**config.mk**
```make
export PLATFORM = sky130hd
export DESIGN_NAME = ifetch
export DESIGN_NICKNAME = d
export VERILOG_FILES = /design/src/rtl/cpu_pkg.sv /design/src/rtl/ifetch_queue.sv /design/src/rtl/ifetch.sv
export SDC_FILE = /design/constraint.sdc
export NUM_CORES = 1
export LEC_CHECK = 0
export ABC_AREA = 1
export CORE_MARGIN = 1
export CORE_UTILIZATION = 54
export CTS_CLUSTER_DIAMETER = 150
export CTS_CLUSTER_SIZE = 8
export DETAILED_ROUTE_END_ITERATION = 16
export MAX_ROUTING_LAYER = met4
export PLACE_DENSITY = 0.87
export RECOVER_POWER = 100
export SETUP_SLACK_MARGIN = 0.02
export SLEW_MARGIN = 0
export SYNTH_ARGS = -nofsm -noshare
export SYNTH_HDL_FRONTEND = slang
export SYNTH_HIERARCHICAL = 1
export SYNTH_SLANG_ARGS = --single-unit
```
**constraint.sdc**
```tcl
create_clock -name clk -period 5.16 [get_ports clk]
set_input_delay 0.516 -clock clk [delete_from_list [all_inputs] [get_ports clk]]
set_output_delay 0.516 -clock clk [all_outputs]
set_load 0.01 [all_outputs]
```
**src/rtl/cpu_pkg.sv**
```systemverilog
// Shared CPU width constants and reset vector used by the core's front-end blocks.
package cpu_pkg;

    localparam int unsigned CPU_AWIDTH   = 16;
    localparam int unsigned CPU_IWIDTH   = 16;
    localparam int unsigned CPU_DWIDTH   = 16;
    localparam int unsigned CPU_NREGS    = 16;
    localparam int unsigned CPU_RESET_PC = 0;

endpackage

```
**src/rtl/ifetch_queue.sv**
```systemverilog
// Prefetch queue storage: DEPTH x WIDTH registers, synchronous write, asynchronous head read.
module ifetch_queue #(
    parameter int unsigned DEPTH = 4,
    parameter int unsigned WIDTH = 32
) (
    input  logic                     clk,
    input  logic                     reset_n,
    input  logic                     clear,
    input  logic                     push,
    input  logic                     pop,
    input  logic [WIDTH-1:0]         wdata,
    output logic [WIDTH-1:0]         rdata,
    output logic [$clog2(DEPTH):0]   count
);

    localparam int unsigned PW = $clog2(DEPTH);
    localparam int unsigned CW = PW + 1;

    logic [WIDTH-1:0] mem [DEPTH];
    logic [PW-1:0]    wr_ptr;
    logic [PW-1:0]    rd_ptr;
    logic [CW-1:0]    count_q;

    // Entry storage carries no reset; validity is tracked by count_q alone.
    always_ff @(posedge clk) begin
        if (push) begin
            mem[wr_ptr] <= wdata;
        end
    end

    always_ff @(posedge clk or negedge reset_n) begin
        if (!reset_n) begin
            wr_ptr  <= '0;
            rd_ptr  <= '0;
            count_q <= '0;
        end else if (clear) begin
            wr_ptr  <= '0;
            rd_ptr  <= '0;
            count_q <= '0;
        end else begin
            if (push) begin
                wr_ptr <= wr_ptr + PW'(1);
            end
            if (pop) begin
                rd_ptr <= rd_ptr + PW'(1);
            end
            count_q <= count_q + CW'(push) - CW'(pop);
        end
    end

    assign rdata = mem[rd_ptr];
    assign count = count_q;

endmodule

```
**src/rtl/ifetch.sv**
```systemverilog
// Instruction fetch with prefetch queue, redirect flush and memory-port arbitration.
// Optional IFETCH_BYPASS_EN presents a return directly to decode when the queue is empty.
module ifetch
    import cpu_pkg::*;
#(
    parameter int unsigned       AWIDTH   = CPU_AWIDTH,
    parameter int unsigned       IWIDTH   = CPU_IWIDTH,
    parameter int unsigned       DEPTH    = 4,
    parameter logic [AWIDTH-1:0] RESET_PC = AWIDTH'(CPU_RESET_PC)
) (
    input  logic              clk,
    input  logic              reset_n,
    output logic [AWIDTH-1:0] mem_raddr_o,
    output logic              mem_rd_o,
    input  logic [IWIDTH-1:0] mem_rdata_i,
    input  logic              mem_busy_i,
    input  logic              redirect_i,
    input  logic [AWIDTH-1:0] redirect_pc_i,
    output logic [IWIDTH-1:0] ir_o,
    output logic [AWIDTH-1:0] ir_pc_o,
    output logic              ir_valid_o,
    input  logic              ir_ready_i
);

    localparam int unsigned CW = $clog2(DEPTH) + 1;
    localparam int unsigned OW = CW + 1;
    localparam int unsigned EW = AWIDTH + IWIDTH;

    logic [AWIDTH-1:0] fetch_pc;
    logic [AWIDTH-1:0] rec_pc;
    logic [AWIDTH-1:0] issue_addr;
    logic              inflight;
    logic              squash;
    logic              issue;
    logic              pop;
    logic              q_pop;
    logic              push;
    logic              bypass_valid;
    logic [CW-1:0]     count;
    logic [OW-1:0]     occ;
    logic [EW-1:0]     head;

    // A redirect kills the return arriving this cycle.
    assign squash = inflight & redirect_i;

`ifdef IFETCH_BYPASS_EN
    assign bypass_valid = inflight & ~squash & (count == '0);
`else
    assign bypass_valid = 1'b0;
`endif

    assign ir_valid_o = (count != '0) | bypass_valid;
    assign ir_pc_o    = bypass_valid ? rec_pc      : head[EW-1:IWIDTH];
    assign ir_o       = bypass_valid ? mem_rdata_i : head[IWIDTH-1:0];

    assign pop   = ir_valid_o & ir_ready_i;
    assign q_pop = pop & (count != '0) & ~redirect_i;
    assign push  = inflight & ~squash & ~(bypass_valid & ir_ready_i);

    // Occupancy after this cycle's push/pop; issuing only below DEPTH guarantees space for the return.
    assign occ   = OW'(count) + OW'(inflight) - OW'(pop);
    assign issue = reset_n & ~mem_busy_i & (redirect_i | (occ < OW'(DEPTH)));

    assign issue_addr  = redirect_i ? redirect_pc_i : fetch_pc;
    assign mem_rd_o    = issue;
    assign mem_raddr_o = reset_n ? issue_addr : RESET_PC;

    always_ff @(posedge clk or negedge reset_n) begin
        if (!reset_n) begin
            fetch_pc <= RESET_PC;
            rec_pc   <= RESET_PC;
            inflight <= 1'b0;
        end else begin
            inflight <= issue;
            if (issue) begin
                rec_pc   <= issue_addr;
                fetch_pc <= issue_addr + AWIDTH'(1);
            end else if (redirect_i) begin
                fetch_pc <= redirect_pc_i;
            end
        end
    end

    ifetch_queue #(
        .DEPTH (DEPTH),
        .WIDTH (EW)
    ) u_queue (
        .clk     (clk),
        .reset_n (reset_n),
        .clear   (redirect_i),
        .push    (push),
        .pop     (q_pop),
        .wdata   ({rec_pc, mem_rdata_i}),
        .rdata   (head),
        .count   (count)
    );

endmodule

```
==> impl_metrics.csv <==
group,metric,value,unit
synth,synth_warnings,6,
timing,slew_viol_final,132,
synth,synth_area,7500,um2
setup_path,slowest_stage,"clkbuf_1",
power,vdd_drop_max,0.256,mV
synth,async_reset_ff_share,23.8,%
status,violations,"max-capacitance violations, max-slew violations",
floorplanning,die_h,120,um
finish,multi_input_area,1970,um2
synth,netlist_instances,700,
finish,final_common_cell,"nand2_1",
route,postRouteWirelength,13.7,mm
synth,synth.area.top_cells,"edfxtp_1, dfrtp_1, nand2_1",
synth,synth_top_family_by_area,"simple AND/OR/NAND/NOR gates",
setup_path,critPathMaxStageDelay,0.77,ns
timing,finalHoldViolations,0,
job,cap_violations,4,
route,post-route-drc-count,0,
power,power.internal,0.00272,W
timing,period_minus_slack,4.27,ns
cts,clock-sinks,168,
setup_path,cp_cell_sequence,"dlygate4sd3_1 > clkbuf_1 > inv_1 > or2_2 > o21a_1 > inv_1 > nor2_1 > dlygate4sd3_1",
status,status,"finished with violations",
timing,maxSlewHeadroom,-36.8,%
route,wl_per_cell,14.0,um
finish,syn_to_final_growth,19.3,%
grt,grt_pass1_vias,4703,
synth,ys.flop_type,"edfxtp_1",
cts,cts_tree,"yes",
power,seq_power_share,47.0,%
synth,avgSynthCellArea,10.7,um2
cts,cts-hold-fix-buffers,0,
floorplanning,die-area,14400,um2
grt,grt_pass1_wl,21.9,mm
floorplanning,core_area,13400,um2
synth,yosysSeqAreaShare,64.6,%
placed_design,placed_area,8370,um2
cts,clockBufferDepth,2,
power,comb_power_share,18.7,%
finish,drive_gt1_share,7.41,%
setup_path,critPathLaunchType,"input pin",
power,power_leakage,3.85,nW
route,ant_nets,0,
setup_path,r2r_cells,14,
finish,most-common-layout-cells,"nand2_1, edfxtp_1, inv_1",
route,first_pass_iters,5,
synth,syn-num-nets,748,
setup_path,reg2reg_slack,2.13,ns
cts,clk_pin_slew_worst_paths,0.06,ns
synth,ys_types,29,
synth,synth.area.mux_share,0,%
power,p_sw_share,27.6,%
route,avgViaCountPerCell,5.15,
finish,n_antenna_cell,0,
grt,grt_remaining_overflow,0,
timing,worstMarginPinSlew,2.05,ns
timing,setup_tns,0,ns
grt,grt_max_degree,79,
timing,fmax,0.234,GHz
cts,postCtsSetupBuffers,0,
synth,synth_compound_area_share,8.69,%
grt,grt_use_total,20.8,%
power,power-per-cell-area,420,nW/um2
timing,setup_viol,0,
power,power,0.00376,W
timing,period_share,82.8,%
synth,synthDominantCellAreaShare,51.3,%
route,drt_iter0_drc,244,
timing,rsz0062_at_grt,"no",
setup_path,cp_max_fo,24,
placed_design,hpwl,8.03,mm
grt,antenna_found_initial,0,
floorplanning,ios,87,
finish,fill_cells,953,
synth,synth.ff_latch_count,168,
placed_design,globalplace.congestion,0.799,
synth,synth_edf_count,128,
floorplanning,num_rows,42,
finish,final_nets,831,
timing,finClkSkew,0.00833,ns
power,switchingPower,0.00104,W
finish,ff_latch_area,4840,um2
cts,clk_latency,0.42,ns
cts,cts_resized,0,
setup_path,cp-end-kind,"primary output",
setup_path,cp.arrival,3.76,ns
worst_hold_path,hp-class,"in2async",
power,clockPowerShare,34.2,%
finish,final_design_area_no_fill,8950,um2
synth,synth_xor_area_share,0.467,%
floorplanning,die_w,120,um
floorplanning,start_util,56.0,%
setup_path,critPathKind,"in2out",
setup_path,required,4.64,ns
synth,synthSimpleGateAreaFrac,15.4,%
cts,cts_buffers,17,
route,vias,5004,
cts,h-tree-depth,4,
synth,synthAdderAreaFrac,1.94,%
placed_design,port_buffers,86,
synth,netlist.top_cell.by_area,"edfxtp_1",
cts,cts-root-buf,"clkbuf_16",
## metrics by stage
step,hold WS (ns),std cells,utilization (%),worst slack (ns)
after detailed placement,0.501,940,62.5,2.04
after global routing,0.300,972,66.8,0.686
after global placement,0.493,940,62.5,2.08
after CTS,0.263,972,67.1,1.55
after floorplan,0.220,700,-,2.70
final,0.237,972,66.8,0.886
## logic make-up (layout without fill, tap and decap cells)
group | count (synthesis) | in the layout
DFF | 168 | 168
adders and majority gates | 11 | 11
buffers and inverters | 138 | 234
and+or+nand+nor | 282 | 282
xor gates and xnor gates | 4 | 4
AOI/OAI and AO/OA | 97 | 97
## per-layer routing
| layer | GRT usage [%] | share of wire (%) | vias to the layer above |
|---|---|---|---|
| met2 | 33.6 | 49 | 205 |
| met1 | 25.6 | 43 | 2296 |
| met4 | 8.75 | 2.0 | 0 |
| met5 | - | 0 | - |
| met3 | 4.47 | 6.1 | 26 |
| li1 | - | - | 2477 |
## worst max-delay path: cells and delay by family
family / cells / cell delay [ns]
buffers and inverters: 5 / 2.59
AOI/OAI and AO/OA: 1 / 0.14
and+or+nand+nor: 2 / 0.50
## registers in the layout, summed over array words and instances, names as in the netlist
name / flops
u_queue/wr_ptr: 2
fetch_pc: 16
u_queue/mem: 128
u_queue/rd_ptr: 2
inflight: 1
u_queue/count: 3
rec_pc: 16
## cells in the mapped netlist (5+ instances only)
cell type  number
edfxtp_1      128
nand3_1        15
buf_6          15
inv_2           5
dfrtp_1        40
nor2_2          6
buf_2           9
nand2_1       202
inv_1         103
o211ai_1       64
nand2_2        14
nor2_1         38
ha_1           10
o21ai_0        27
## final timing paths
path | from | end
setup / recovery | redirect_i | mem_raddr_o[14]
hold / removal | reset_n | fetch_pc[0]
setup reg to reg | u_queue/count[1] | fetch_pc[11]
hold reg to reg | rec_pc[3] | u_queue/mem[0][19]
max in group asynchronous | reset_n | rec_pc[15]
min in group clk | rec_pc[3] | u_queue/mem[0][19]
## area by class of cell
class	count	share of cell area [%]
Inverter	108	4.54
Timing Repair Buffer	94	10.0
Multi-Input combinational cell	394	22.0
Clock buffer	18	4.80
Tap cell	176	2.46
Sequential cell	168	54.1
Clock inverter	14	2.07
## power groups by stage
| stage | clock [W] | combinational, W | sequential [W] |
|---|---|---|---|
| final | 0.00129 | 0.000705 | 0.00177 |
| after global routing | 0.00136 | 0.000801 | 0.00179 |
| after floorplan | 0 | 0.000494 | 0.00176 |
| after global placement | 0 | 0.000720 | 0.00178 |
| after CTS | 0.00131 | 0.000750 | 0.00177 |
| after detailed placement | 0 | 0.000742 | 0.00179 |
(Power assumes the default switching activity.)
==> variant, RTL diff (config.mk and constraints unchanged) <==
Change the package constant `CPU_IWIDTH` from 16 to 14.
--- a/src/rtl/cpu_pkg.sv
+++ b/src/rtl/cpu_pkg.sv
@@ -2,7 +2,7 @@
 package cpu_pkg;
 
     localparam int unsigned CPU_AWIDTH   = 16;
-    localparam int unsigned CPU_IWIDTH   = 16;
+    localparam int unsigned CPU_IWIDTH   = 14;
     localparam int unsigned CPU_DWIDTH   = 16;
     localparam int unsigned CPU_NREGS    = 16;
     localparam int unsigned CPU_RESET_PC = 0;
Ports: changed (resized ir_o and mem_rdata_i); port bits go from 87 to 83. No check against the original RTL was run, so the function may have changed too.
==> variant against the unedited design <==
The flow still finishes with violations (max-capacitance violations, max-slew violations). First-iteration DRC count rose by 34%. Routed wire length rose by 4.2%. Sequential cell count is 8 lower. Highest routed layer unchanged. Worst setup slack better by 110 ps. Area after synthesis shrank 4.6%. Total power shrank 3.0%. Global-route usage grew 2.2 points. Design area down 4.1%.
==> variant: results (changes against the unedited design) <==
- Share of synthesized flip-flops with an asynchronous set or reset: 0.250 (was 0.238)
- The net count after synthesis was 722 (was 748).
- The via count of the first global-routing pass came to 4782 (was 4703).
- The leakage power of the design came to 3.69 nW (was 3.85 nW).
- Outcome: finished, violations left (unchanged).
- The number of buffer cells added on primary ports was 82 (was 86).
- The fraction of final layout cells sized beyond drive strength 1 came to 0.0778 (was 0.0741).
* Number of distinct library cell variants in the gate-level netlist after synthesis: 28 (was 29)
- Warnings from Yosys: 6 (unchanged)
* Count of instances resized after the clock tree is built: 0 (unchanged)
- The transition time at the pin with the least slew margin is 2020 ps (was 2050 ps).
* Top post-synthesis cells by count: sky130_fd_sc_hd__nand2_1, sky130_fd_sc_hd__edfxtp_1, sky130_fd_sc_hd__inv_1 (unchanged)
* Path category of the worst min-delay check: in -> async (unchanged)
* Sequential-to-total area share from yosys stat: 0.644 (was 0.646)
* H-tree depth: 4 (unchanged)
- Max FO, Critical Path: 24 (unchanged)
* Post-synth EDFFs: 120 (was 128)
- Number of antenna violations at the first check in global routing: 0 (unchanged)
* Final RePlAce weighted congestion: 0.817 (was 0.799)
- The cell at the root of the clock tree is sky130_fd_sc_hd__clkbuf_16 (unchanged).
- Area of placed instances: 8030 µm² (was 8370 µm²)
- The clock transition at the registers of the reported paths came to 60 ps (about the same).
* Global-route wire length before repair: 22600 µm (was 21900 µm)
- Largest cells by area after synthesis: sky130_fd_sc_hd__edfxtp_1, sky130_fd_sc_hd__dfrtp_1, sky130_fd_sc_hd__nand2_1, sky130_fd_sc_hd__o211ai_1, sky130_fd_sc_hd__inv_1 (unchanged)
* Cts bufs inserted: 17 (unchanged)
- The final max-slew violation count was 124 (was 132).
* Count of buffers added by post-CTS timing repair for setup: 0 (unchanged)
- The global-route total usage across every layer was 0.230 (was 0.208).
* Top FF cell, synth: sky130_fd_sc_hd__edfxtp_1 (unchanged)
* Iteration-0 DRC Markers: 328 (was 244)
- The number of maximum-capacitance violations came to 4 (unchanged).
* Largest net degree at the start of global routing: 62 (was 79)
- Fin Clk Skew: 6.18 ps (was 8.33 ps)
* Final antenna diode count: 0 (unchanged)
* Violations in the final reports: max-capacitance violations, max-slew violations (unchanged)
- The number of nets at the end of the flow came to 804 (was 831).
- Adder-Cell Fraction of Synth Area: 0.0203 (was 0.0194)
- Clock latency at the later pin of the worst-skew pair: 420 ps (about the same)
* Via total after detailed routing: 4933 (was 5004)
- The total iterations of the first detailed-routing run came to 6 (was 5).
* Fraction of synthesized area in multiplexers: 0 (unchanged)
* Largest registers ranked by flip-flop count: u_queue/mem (120), fetch_pc (16), rec_pc (16) (was u_queue/mem (128), fetch_pc (16), rec_pc (16))
* Share of the synthesized netlist area taken by xor and xnor gates: 0.00490 (was 0.00467)
- The compound-cell area share of the yosys netlist is 0.0869 (about the same).
* Arrival time of the worst setup path: 3650 ps (was 3760 ps)
- The placed wire-length estimate is 8650 µm (was 8030 µm).
- Highest ir drop seen on vdd: 0.233 mV (was 0.256 mV)
- The per-cell routed wire length came to 15.1 µm (was 14.0 µm).
* Max Buffers Root-to-Sink: 2 (unchanged)
==> variant: final timing paths <==
path	to	slack (ps)	depth (start not counted)	from
setup / recovery	mem_raddr_o[14]	1000	8	redirect_i
hold / removal	fetch_pc[13]$_DFF_PN0_	150	2	reset_n
setup reg to reg	rec_pc[3]$_DFFE_PN0P_	2050	13	u_queue/count[1]$_DFF_PN0_
hold reg to reg	u_queue/mem[3][27]$_DFFE_PP_	510	0	rec_pc[13]$_DFFE_PN0P_
max in group asynchronous	rec_pc[9]$_DFFE_PN0P_	4620	2	reset_n
min in group clk	u_queue/mem[3][27]$_DFFE_PP_	510	0	rec_pc[13]$_DFFE_PN0P_
==> variant: critical path: stages <==
cell and delay (ps):
sky130_fd_sc_hd__dlygate4sd3_1 520, sky130_fd_sc_hd__clkbuf_1 780, sky130_fd_sc_hd__inv_1 610, sky130_fd_sc_hd__or2_2 440, sky130_fd_sc_hd__o21a_1 140, sky130_fd_sc_hd__inv_1 110
sky130_fd_sc_hd__nor2_1 50, sky130_fd_sc_hd__clkdlybuf4s50_1 480
==> variant: power breakdown <==
| group | total [mW] | switching (mW) | internal, mW | leakage, nW |
|---|---|---|---|---|
| clock network | 1.25 | 0.527 | 0.726 | 0.275 |
| registers | 1.70 | 0.113 | 1.59 | 1.59 |
| logic | 0.692 | 0.413 | 0.279 | 1.83 |
==> variant: final cells by class <==
class,instances,area (µm²)
Sequential cell,160,4600
Fill cell,866,4190
Multi-Input combinational cell,384,1910
Timing Repair Buffer,91,862
Clock buffer,17,425
Inverter,104,392
Tap cell,172,215
Clock inverter,15,174
==> variant: kinds of logic (layout without fill, tap and decap cells) <==
group | after synthesis | count (layout)
AO/OA/AOI/OAI | 93 | 93
XOR/XNOR | 4 | 4
adder cells (fa/ha/maj) | 11 | 11
buffers and inverters | 132 | 227
flip-flops | 160 | 160
AND/OR/NAND/NOR | 276 | 276
==> variant: per-stage QoR <==
stage / hold WS (ps) / utilization / instances / worst slack (ps)
after global routing: 183 / 0.672 / 943 / 792
after floorplan: 220 / - / 676 / 2700
after global placement: 489 / 0.629 / 911 / 1930
after CTS: 169 / 0.675 / 943 / 1730
final: 154 / 0.672 / 943 / 998
after detailed placement: 498 / 0.629 / 911 / 1880
==> variant: per-layer routing <==
layer | vias up | share of wire | GRT usage
met4 | 0 | 0.016 | 0.0776
met2 | 185 | 0.50 | 0.390
met5 | - | 0 | -
met3 | 22 | 0.062 | 0.0525
li1 | 2398 | - | -
met1 | 2328 | 0.42 | 0.273
